### config.mk
export PLATFORM = sky130hd
export DESIGN_NAME = stopwatch_cmd_ctrl_flat
export DESIGN_NICKNAME = d
export VERILOG_FILES = /design/src/rtl/stopwatch_cmd_ctrl_if.sv /design/src/rtl/stopwatch_cmd_ctrl.sv /design/src/flat_wrapper.sv
export SDC_FILE = /design/constraint.sdc
export NUM_CORES = 1
export LEC_CHECK = 0
export BUFFER_PORTS_ARGS = -buffer_cell sky130_fd_sc_hd__buf_2
export CORE_UTILIZATION = 60
export CTS_BUF_LIST = sky130_fd_sc_hd__clkbuf_8
export DETAILED_ROUTE_END_ITERATION = 12
export PLACE_DENSITY = 0.78
export SLEW_MARGIN = 20
export SYNTH_ARGS = -nofsm -noshare
export SYNTH_HDL_FRONTEND = slang
export SYNTH_SLANG_ARGS = --single-unit
### constraint.sdc
create_clock -name clk_100Hz -period 4.5 [get_ports clk_100Hz]
set_input_delay 0 -clock clk_100Hz [delete_from_list [all_inputs] [get_ports clk_100Hz]]
set_output_delay 0 -clock clk_100Hz [all_outputs]
set_load 0.005 [all_outputs]
### src/rtl/stopwatch_cmd_ctrl_if.sv
// Button levels and counter status into the command sequencer, arbitrated command pulses and run state out.
// master drives the buttons/stopped flag (board side), slave is the sequencer.
interface stopwatch_cmd_ctrl_if;
  logic btn_ss;
  logic btn_min;
  logic btn_hour;
  logic stopped;
  logic start;
  logic stop;
  logic min_inc;
  logic hour_inc;
  logic clr_req;
  logic running;

  modport master (
    output btn_ss, btn_min, btn_hour, stopped,
    input  start, stop, min_inc, hour_inc, clr_req, running
  );

  modport slave (
    input  btn_ss, btn_min, btn_hour, stopped,
    output start, stop, min_inc, hour_inc, clr_req, running
  );
endinterface

### src/rtl/stopwatch_cmd_ctrl.sv
// Stopwatch command sequencer: button levels -> one-cycle start/stop/clr/inc pulses, 1 cycle after the edge.
// No backpressure: losing commands wait one deep in pend bits; STOPWATCH_AUTO_RPT_EN enables inc auto-repeat.
module stopwatch_cmd_ctrl #(
  parameter int HOLD_DLY = 50,
  parameter int RPT_PER  = 10,
  parameter int CLR_HOLD = 200,
  parameter int CNT_W    = 8
) (
  input  logic                clk_100Hz,
  input  logic                rst_n,
  stopwatch_cmd_ctrl_if.slave bus
);

  typedef enum logic [1:0] {SS_IDLE, SS_HELD, SS_WAITREL} ss_state_t;
  typedef enum logic [1:0] {I_IDLE, I_HOLD, I_RPT} inc_state_t;

  // pend/req/gnt bit order: higher index wins arbitration
  localparam int P_MIN = 0, P_HOUR = 1, P_START = 2, P_CLR = 3, P_STOP = 4;
  localparam logic [CNT_W-1:0] CLR_TERM = CNT_W'(CLR_HOLD - 1);
`ifdef STOPWATCH_AUTO_RPT_EN
  localparam logic [CNT_W-1:0] HOLD_TERM = CNT_W'(HOLD_DLY - 1);
  localparam logic [CNT_W-1:0] RPT_TERM  = CNT_W'(RPT_PER - 1);
`endif

  ss_state_t        ss_state, ss_nxt;
  logic [CNT_W-1:0] ss_cnt, ss_cnt_nxt;
  inc_state_t       inc_state [2];
  inc_state_t       inc_nxt   [2];
`ifdef STOPWATCH_AUTO_RPT_EN
  logic [CNT_W-1:0] inc_cnt     [2];
  logic [CNT_W-1:0] inc_cnt_nxt [2];
`endif

  logic       ss_prev, stopped_prev, stop_d2;
  logic [1:0] inc_btn, inc_prev, inc_press, inc_ev;
  logic       ss_press, ev_stop, ev_start, ev_clr, auto_stop, running_nxt;
  logic [4:0] pend, pend_nxt, req, gnt;

  assign inc_btn   = {bus.btn_hour, bus.btn_min};
  assign inc_press = inc_btn & ~inc_prev;
  assign ss_press  = bus.btn_ss & ~ss_prev;

  always_ff @(posedge clk_100Hz or negedge rst_n) begin
    if (!rst_n) begin
      ss_state <= SS_IDLE;
      ss_cnt   <= '0;
      for (int i = 0; i < 2; i++) begin
        inc_state[i] <= I_IDLE;
`ifdef STOPWATCH_AUTO_RPT_EN
        inc_cnt[i]   <= '0;
`endif
      end
    end else begin
      ss_state <= ss_nxt;
      ss_cnt   <= ss_cnt_nxt;
      for (int i = 0; i < 2; i++) begin
        inc_state[i] <= inc_nxt[i];
`ifdef STOPWATCH_AUTO_RPT_EN
        inc_cnt[i]   <= inc_cnt_nxt[i];
`endif
      end
    end
  end

  // A press while running is a stop and is not eligible for clear.
  always_comb begin
    ss_nxt     = ss_state;
    ss_cnt_nxt = ss_cnt;
    case (ss_state)
      SS_IDLE: if (ss_press) begin
        ss_nxt     = bus.running ? SS_WAITREL : SS_HELD;
        ss_cnt_nxt = '0;
      end
      SS_HELD: begin
        if (!bus.btn_ss) begin
          ss_nxt     = SS_IDLE;
          ss_cnt_nxt = '0;
        end else if (ss_cnt == CLR_TERM) begin
          ss_nxt = SS_WAITREL;
        end else begin
          ss_cnt_nxt = ss_cnt + 1'b1;
        end
      end
      SS_WAITREL: if (!bus.btn_ss) begin
        ss_nxt     = SS_IDLE;
        ss_cnt_nxt = '0;
      end
      default: ss_nxt = SS_IDLE;
    endcase
  end

  always_comb begin
    for (int i = 0; i < 2; i++) begin
      inc_nxt[i] = inc_state[i];
      case (inc_state[i])
        I_IDLE: if (inc_press[i]) inc_nxt[i] = I_HOLD;
        I_HOLD: begin
          if (!inc_btn[i]) inc_nxt[i] = I_IDLE;
`ifdef STOPWATCH_AUTO_RPT_EN
          else if (inc_cnt[i] == HOLD_TERM) inc_nxt[i] = I_RPT;
`endif
        end
`ifdef STOPWATCH_AUTO_RPT_EN
        I_RPT: if (!inc_btn[i]) inc_nxt[i] = I_IDLE;
`endif
        default: inc_nxt[i] = I_IDLE;
      endcase
`ifdef STOPWATCH_AUTO_RPT_EN
      // restart on every state change and on each repeat; hold at all-ones otherwise
      inc_cnt_nxt[i] = inc_cnt[i];
      if (inc_nxt[i] != inc_state[i] || (inc_state[i] == I_RPT && inc_cnt[i] == RPT_TERM))
        inc_cnt_nxt[i] = '0;
      else if (inc_state[i] != I_IDLE && inc_cnt[i] != '1)
        inc_cnt_nxt[i] = inc_cnt[i] + 1'b1;
`endif
    end
  end

  always_comb begin
    ev_stop  = (ss_state == SS_IDLE) && ss_press && bus.running;
    ev_start = (ss_state == SS_HELD) && !bus.btn_ss;
    ev_clr   = (ss_state == SS_HELD) && bus.btn_ss && (ss_cnt == CLR_TERM);
    inc_ev   = '0;
    for (int i = 0; i < 2; i++) begin
      case (inc_state[i])
        I_IDLE:  inc_ev[i] = inc_press[i];
`ifdef STOPWATCH_AUTO_RPT_EN
        I_HOLD:  inc_ev[i] = inc_btn[i] && (inc_cnt[i] == HOLD_TERM);
        I_RPT:   inc_ev[i] = inc_btn[i] && (inc_cnt[i] == RPT_TERM);
`endif
        default: inc_ev[i] = 1'b0;
      endcase
    end
    inc_ev = inc_ev & {2{~bus.running}};
  end

  // A 'stopped' rise shortly after our own stop is the counter catching up, not a countdown expiry.
  always_comb begin
    auto_stop = bus.stopped && !stopped_prev && bus.running && !bus.stop && !stop_d2;

    req          = '0;
    req[P_STOP]  = (pend[P_STOP] | ev_stop) & ~auto_stop;
    req[P_CLR]   = pend[P_CLR] | ev_clr;
    req[P_START] = (pend[P_START] | ev_start) & ~bus.running;
    req[P_HOUR]  = pend[P_HOUR] | inc_ev[1];
    req[P_MIN]   = pend[P_MIN] | inc_ev[0];

    gnt = '0;
    if      (req[P_STOP])  gnt[P_STOP]  = 1'b1;
    else if (req[P_CLR])   gnt[P_CLR]   = 1'b1;
    else if (req[P_START]) gnt[P_START] = 1'b1;
    else if (req[P_HOUR])  gnt[P_HOUR]  = 1'b1;
    else if (req[P_MIN])   gnt[P_MIN]   = 1'b1;

    pend_nxt = req & ~gnt;
    if (gnt[P_STOP]) pend_nxt[P_START] = 1'b0;
    if (gnt[P_CLR])  pend_nxt = '0;

    running_nxt = bus.running;
    if (gnt[P_START]) running_nxt = 1'b1;
    else if (gnt[P_STOP] || gnt[P_CLR] || auto_stop) running_nxt = 1'b0;
  end

  always_ff @(posedge clk_100Hz or negedge rst_n) begin
    if (!rst_n) begin
      ss_prev      <= 1'b0;
      inc_prev     <= '0;
      stopped_prev <= 1'b0;
      stop_d2      <= 1'b0;
      pend         <= '0;
      bus.stop     <= 1'b0;
      bus.clr_req  <= 1'b0;
      bus.start    <= 1'b0;
      bus.hour_inc <= 1'b0;
      bus.min_inc  <= 1'b0;
      bus.running  <= 1'b0;
    end else begin
      ss_prev      <= bus.btn_ss;
      inc_prev     <= inc_btn;
      stopped_prev <= bus.stopped;
      stop_d2      <= bus.stop;
      pend         <= pend_nxt;
      bus.stop     <= gnt[P_STOP];
      bus.clr_req  <= gnt[P_CLR];
      bus.start    <= gnt[P_START];
      bus.hour_inc <= gnt[P_HOUR];
      bus.min_inc  <= gnt[P_MIN];
      bus.running  <= running_nxt;
    end
  end

  always @(posedge clk_100Hz) begin
    if (rst_n && (HOLD_DLY == 0 || CLR_HOLD == 0 || RPT_PER < 1))
      $error("stopwatch_cmd_ctrl: HOLD_DLY and CLR_HOLD must be nonzero, RPT_PER >= 1");
  end

endmodule

### src/flat_wrapper.sv
// flat-port wrapper written by rule: the top's interface ports become plain ports
module stopwatch_cmd_ctrl_flat 
#(
  parameter int HOLD_DLY = 50,
  parameter int RPT_PER  = 10,
  parameter int CLR_HOLD = 200,
  parameter int CNT_W    = 8
)
  (clk_100Hz, rst_n, bus_btn_ss, bus_btn_min, bus_btn_hour, bus_stopped, bus_start, bus_stop, bus_min_inc, bus_hour_inc, bus_clr_req, bus_running);
  stopwatch_cmd_ctrl_if bus_i ();
  input  logic clk_100Hz;
  input  logic rst_n;
  input wire logic [$bits(bus_i.btn_ss)-1:0] bus_btn_ss;
  input wire logic [$bits(bus_i.btn_min)-1:0] bus_btn_min;
  input wire logic [$bits(bus_i.btn_hour)-1:0] bus_btn_hour;
  input wire logic [$bits(bus_i.stopped)-1:0] bus_stopped;
  output wire logic [$bits(bus_i.start)-1:0] bus_start;
  output wire logic [$bits(bus_i.stop)-1:0] bus_stop;
  output wire logic [$bits(bus_i.min_inc)-1:0] bus_min_inc;
  output wire logic [$bits(bus_i.hour_inc)-1:0] bus_hour_inc;
  output wire logic [$bits(bus_i.clr_req)-1:0] bus_clr_req;
  output wire logic [$bits(bus_i.running)-1:0] bus_running;
  assign bus_i.btn_ss = bus_btn_ss;
  assign bus_i.btn_min = bus_btn_min;
  assign bus_i.btn_hour = bus_btn_hour;
  assign bus_i.stopped = bus_stopped;
  assign bus_start = bus_i.start;
  assign bus_stop = bus_i.stop;
  assign bus_min_inc = bus_i.min_inc;
  assign bus_hour_inc = bus_i.hour_inc;
  assign bus_clr_req = bus_i.clr_req;
  assign bus_running = bus_i.running;
  stopwatch_cmd_ctrl #(.HOLD_DLY(HOLD_DLY), .RPT_PER(RPT_PER), .CLR_HOLD(CLR_HOLD), .CNT_W(CNT_W)) u_core (.clk_100Hz(clk_100Hz), .rst_n(rst_n), .bus(bus_i));
endmodule
==> out/summary.txt <==
Mapped Area - 1175 um2
# IOs - 12
Crit-path max FO - 4
Detail Placement HPWL - 1514 um
CP Class - register to register
Dpl cells - 141
Fin. Hold Viols - 0
Layout cell share with drive strength beyond 1 - 0.1840
Via count - 880
Pleak - 0.6446 nW
Final Util - 0.7565
Vias per cell - 5.867
DIE AREA - 2139 um2
Clk root buf - clkbuf_8
Switch Pwr - 178.0 uW
Setup TNS - 0 ns
Ys flop type - dfrtp_1
Post-synthesis cell type count - 37
Syn nets - 114
Post-synthesis register bit count - 27
Synthesized instance count - 107
CP Data Required Time - 4.67 ns
Vias in the first global route - 807
Cell row count - 15
Initial antenna violation count - 0
Pwr per Cell Area - 417.0 nW/um2
HP Class - input pin to async pin
Crit-path max cell delay - 0.68 ns
Tmin final - 1.792 ns
Initial Util - 0.6589
Reg clk slew, reported paths - 0.09 ns
Total of warnings raised by yosys - 0
Layout area overhead - 14.80%
Port bufs - 11
Final period utilization - 0.3982
Die height - 46.25 um
Cell family with most CP delay - simple AND/OR/NAND/NOR gates
Number of buffers created by CTS - 3
Flop pwr share - 0.534
Post-synth EDFFs - 0
Routability-driven placement congestion ratio - 0.7851
Largest net degree at the start of global routing - 28
Final Max Slew Viols - 0
Maximum clock rate - 558.0 MHz
CTS Sinks - 27
RSZ-0062 raised after global routing - false
Worst endpoint data arrival time - 1.96 ns
CTS tree - yes
Critical Path Start Type - register
DIE WIDTH - 46.25 um
Bufs on Longest Clock Path - 2
Clock network power share - 0.246
Resized Gates After CTS - 0
Skew-Pair Late Insertion Delay - 0.27 ns
H-tree depth - 1
Syn_area_per_cell - 10.98 um2
Sw Ratio - 0.3165
First-pass GRT wire length - 3519 um
Rel. slew slack - 0.4532
Core ar. - 1783 um2
Diode count - 0
Skew final - 0.002128 ns
Setup WS pre-CTS - 2.494 ns
GRT overflow - 0
Combinational power share - 0.220
Setup violators final - 0
Non-Filler Instances - 150
Measured slew at the worst slew-check pin - 0.8074 ns
DR WL/cell - 14.43 um
Post-DRT Antenna Nets - 0
Fillers - 129
Worst Slack Setup Final - 2.708 ns
Fin nets - 133
Asr flop ratio synth - 1.000
Endpoint class of the critical path - register
DRC marker count from the first detailed-route iteration - 21
WL final - 2164 um
Sequential area share after synthesis - 0.5751
GRT Resource Usage Total - 0.2401
Buffers & Inverters on Critical Path - 0
VDD IR-drop max - 0.2960 mV
DRT Pass-1 Iters - 4
CP max-delay cell - or4b_2
Status - finished, final reports clean
Max-cap violation count - 0
CP Cell Sequence - or4b_2 -> nand4_1 -> nand2_1 -> nor3b_1
DRC viols - 0
Internal power - 384.4 uW
layout make-up:
type                            count  area [um2]  area share
Tap cell                           25       31.28     0.02319
Clock buffer                        3       41.29     0.03061
Sequential cell                    27       675.6      0.5009
Inverter                            5       18.77     0.01391
Clock inverter                      1       7.507    0.005566
Multi-Input combinational cell     73       469.2      0.3479
Timing Repair Buffer               16       105.1     0.07792
metrics by stage:
stage	cell area [um2]	total power [mW]	hold WS, ns
3_3_place_gp	1245	0.4133	0.02219
5_1_grt	1349	0.5977	0.3193
6_report	1349	0.5624	0.2419
2_1_floorplan	1175	0.3781	-0.2956
4_1_cts	1344	0.5616	0.2647
3_5_place_dp	1245	0.4198	0.03218
metal layers:
metal	vias to the layer above	part of all wire	track usage
met3	5	0.055	0.03529
met2	28	0.47	0.4056
met5	-	0	0
met1	422	0.46	0.3028
li1	425	-	-
met4	0	0.017	0.1059
cells in the final DEF (no fill, tap or decap), drive strengths merged, types with 4 or more instances in the layout:
master       count
buf             11
dfrtp           27
dlygate4sd3      5
inv              5
nand2           12
nand3            5
nor2             5
o21ai            9
or4              4
power groups by stage:
stage	Combinational, mW	Clock, mW	Sequential, mW
after floorplan	0.0788	0	0.299
after global placement	0.112	0	0.301
after CTS	0.122	0.141	0.299
after detailed placement	0.116	0	0.304
final	0.124	0.138	0.300
after global routing	0.142	0.150	0.306
cell families (layout without fill, tap and decap cells):
group / count (synthesis) / count (layout) / synth area share
AO/OA/AOI/OAI: 25 / 25 / 0.1406
adder cells (fa/ha/maj): 1 / 1 / 0.01065
buffers and inverters: 7 / 25 / 0.02982
flip-flops: 27 / 27 / 0.5751
multiplexers: 1 / 1 / 0.008520
other: 1 / 1 / 0.003192
AND/OR/NAND/NOR: 45 / 45 / 0.2322
state kept, by name, indices dropped and copies added, names as in the netlist, 2 cells and up:
| register | flops |
|---|---|
| u_core.pend | 4 |
| u_core.ss_cnt | 8 |
| u_core.ss_state | 2 |
| u_core.inc_state | 2 |
| u_core.inc_prev | 2 |
cells in the mapped netlist (2+ instances only):
cell | n | area [um2]
dfrtp_1 | 27 | 675.7
nand2_1 | 12 | 45.04
o21ai_0 | 9 | 45.04
inv_1 | 5 | 18.77
nand3_1 | 5 | 25.02
nor2_1 | 5 | 18.77
or4_1 | 4 | 30.03
nor3b_1 | 3 | 22.52
o211ai_1 | 3 | 22.52
a21boi_0 | 2 | 15.01
a21oi_1 | 2 | 10.01
a31oi_1 | 2 | 12.51
and3_1 | 2 | 12.51
nor3_1 | 2 | 10.01
o31ai_1 | 2 | 15.01
path summary, 6_finish.rpt:
path / endpoint / start / slack [ns] / cells past startpoint
setup / recovery: u_core.bus.hour_inc / u_core.bus.stop / 2.71 / 4
hold / removal: u_core.ss_cnt[6] / rst_n / 0.24 / 2
setup reg to reg: u_core.bus.hour_inc / u_core.bus.stop / 2.71 / 4
hold reg to reg: u_core.stop_d2 / u_core.bus.stop / 0.41 / 0
max in group asynchronous: u_core.inc_state[0] / rst_n / 3.89 / 2
min in group clk_100Hz: u_core.stopped_prev / bus_stopped / 0.37 / 2
repair_timing:
action / 4_1_cts / 5_1_grt
endpoints found under the hold margin: 33 / 0
hold buffers: 5 / 0
buffers inserted: 0 / 0
No activity file was read; power rests on OpenSTA's default activity.
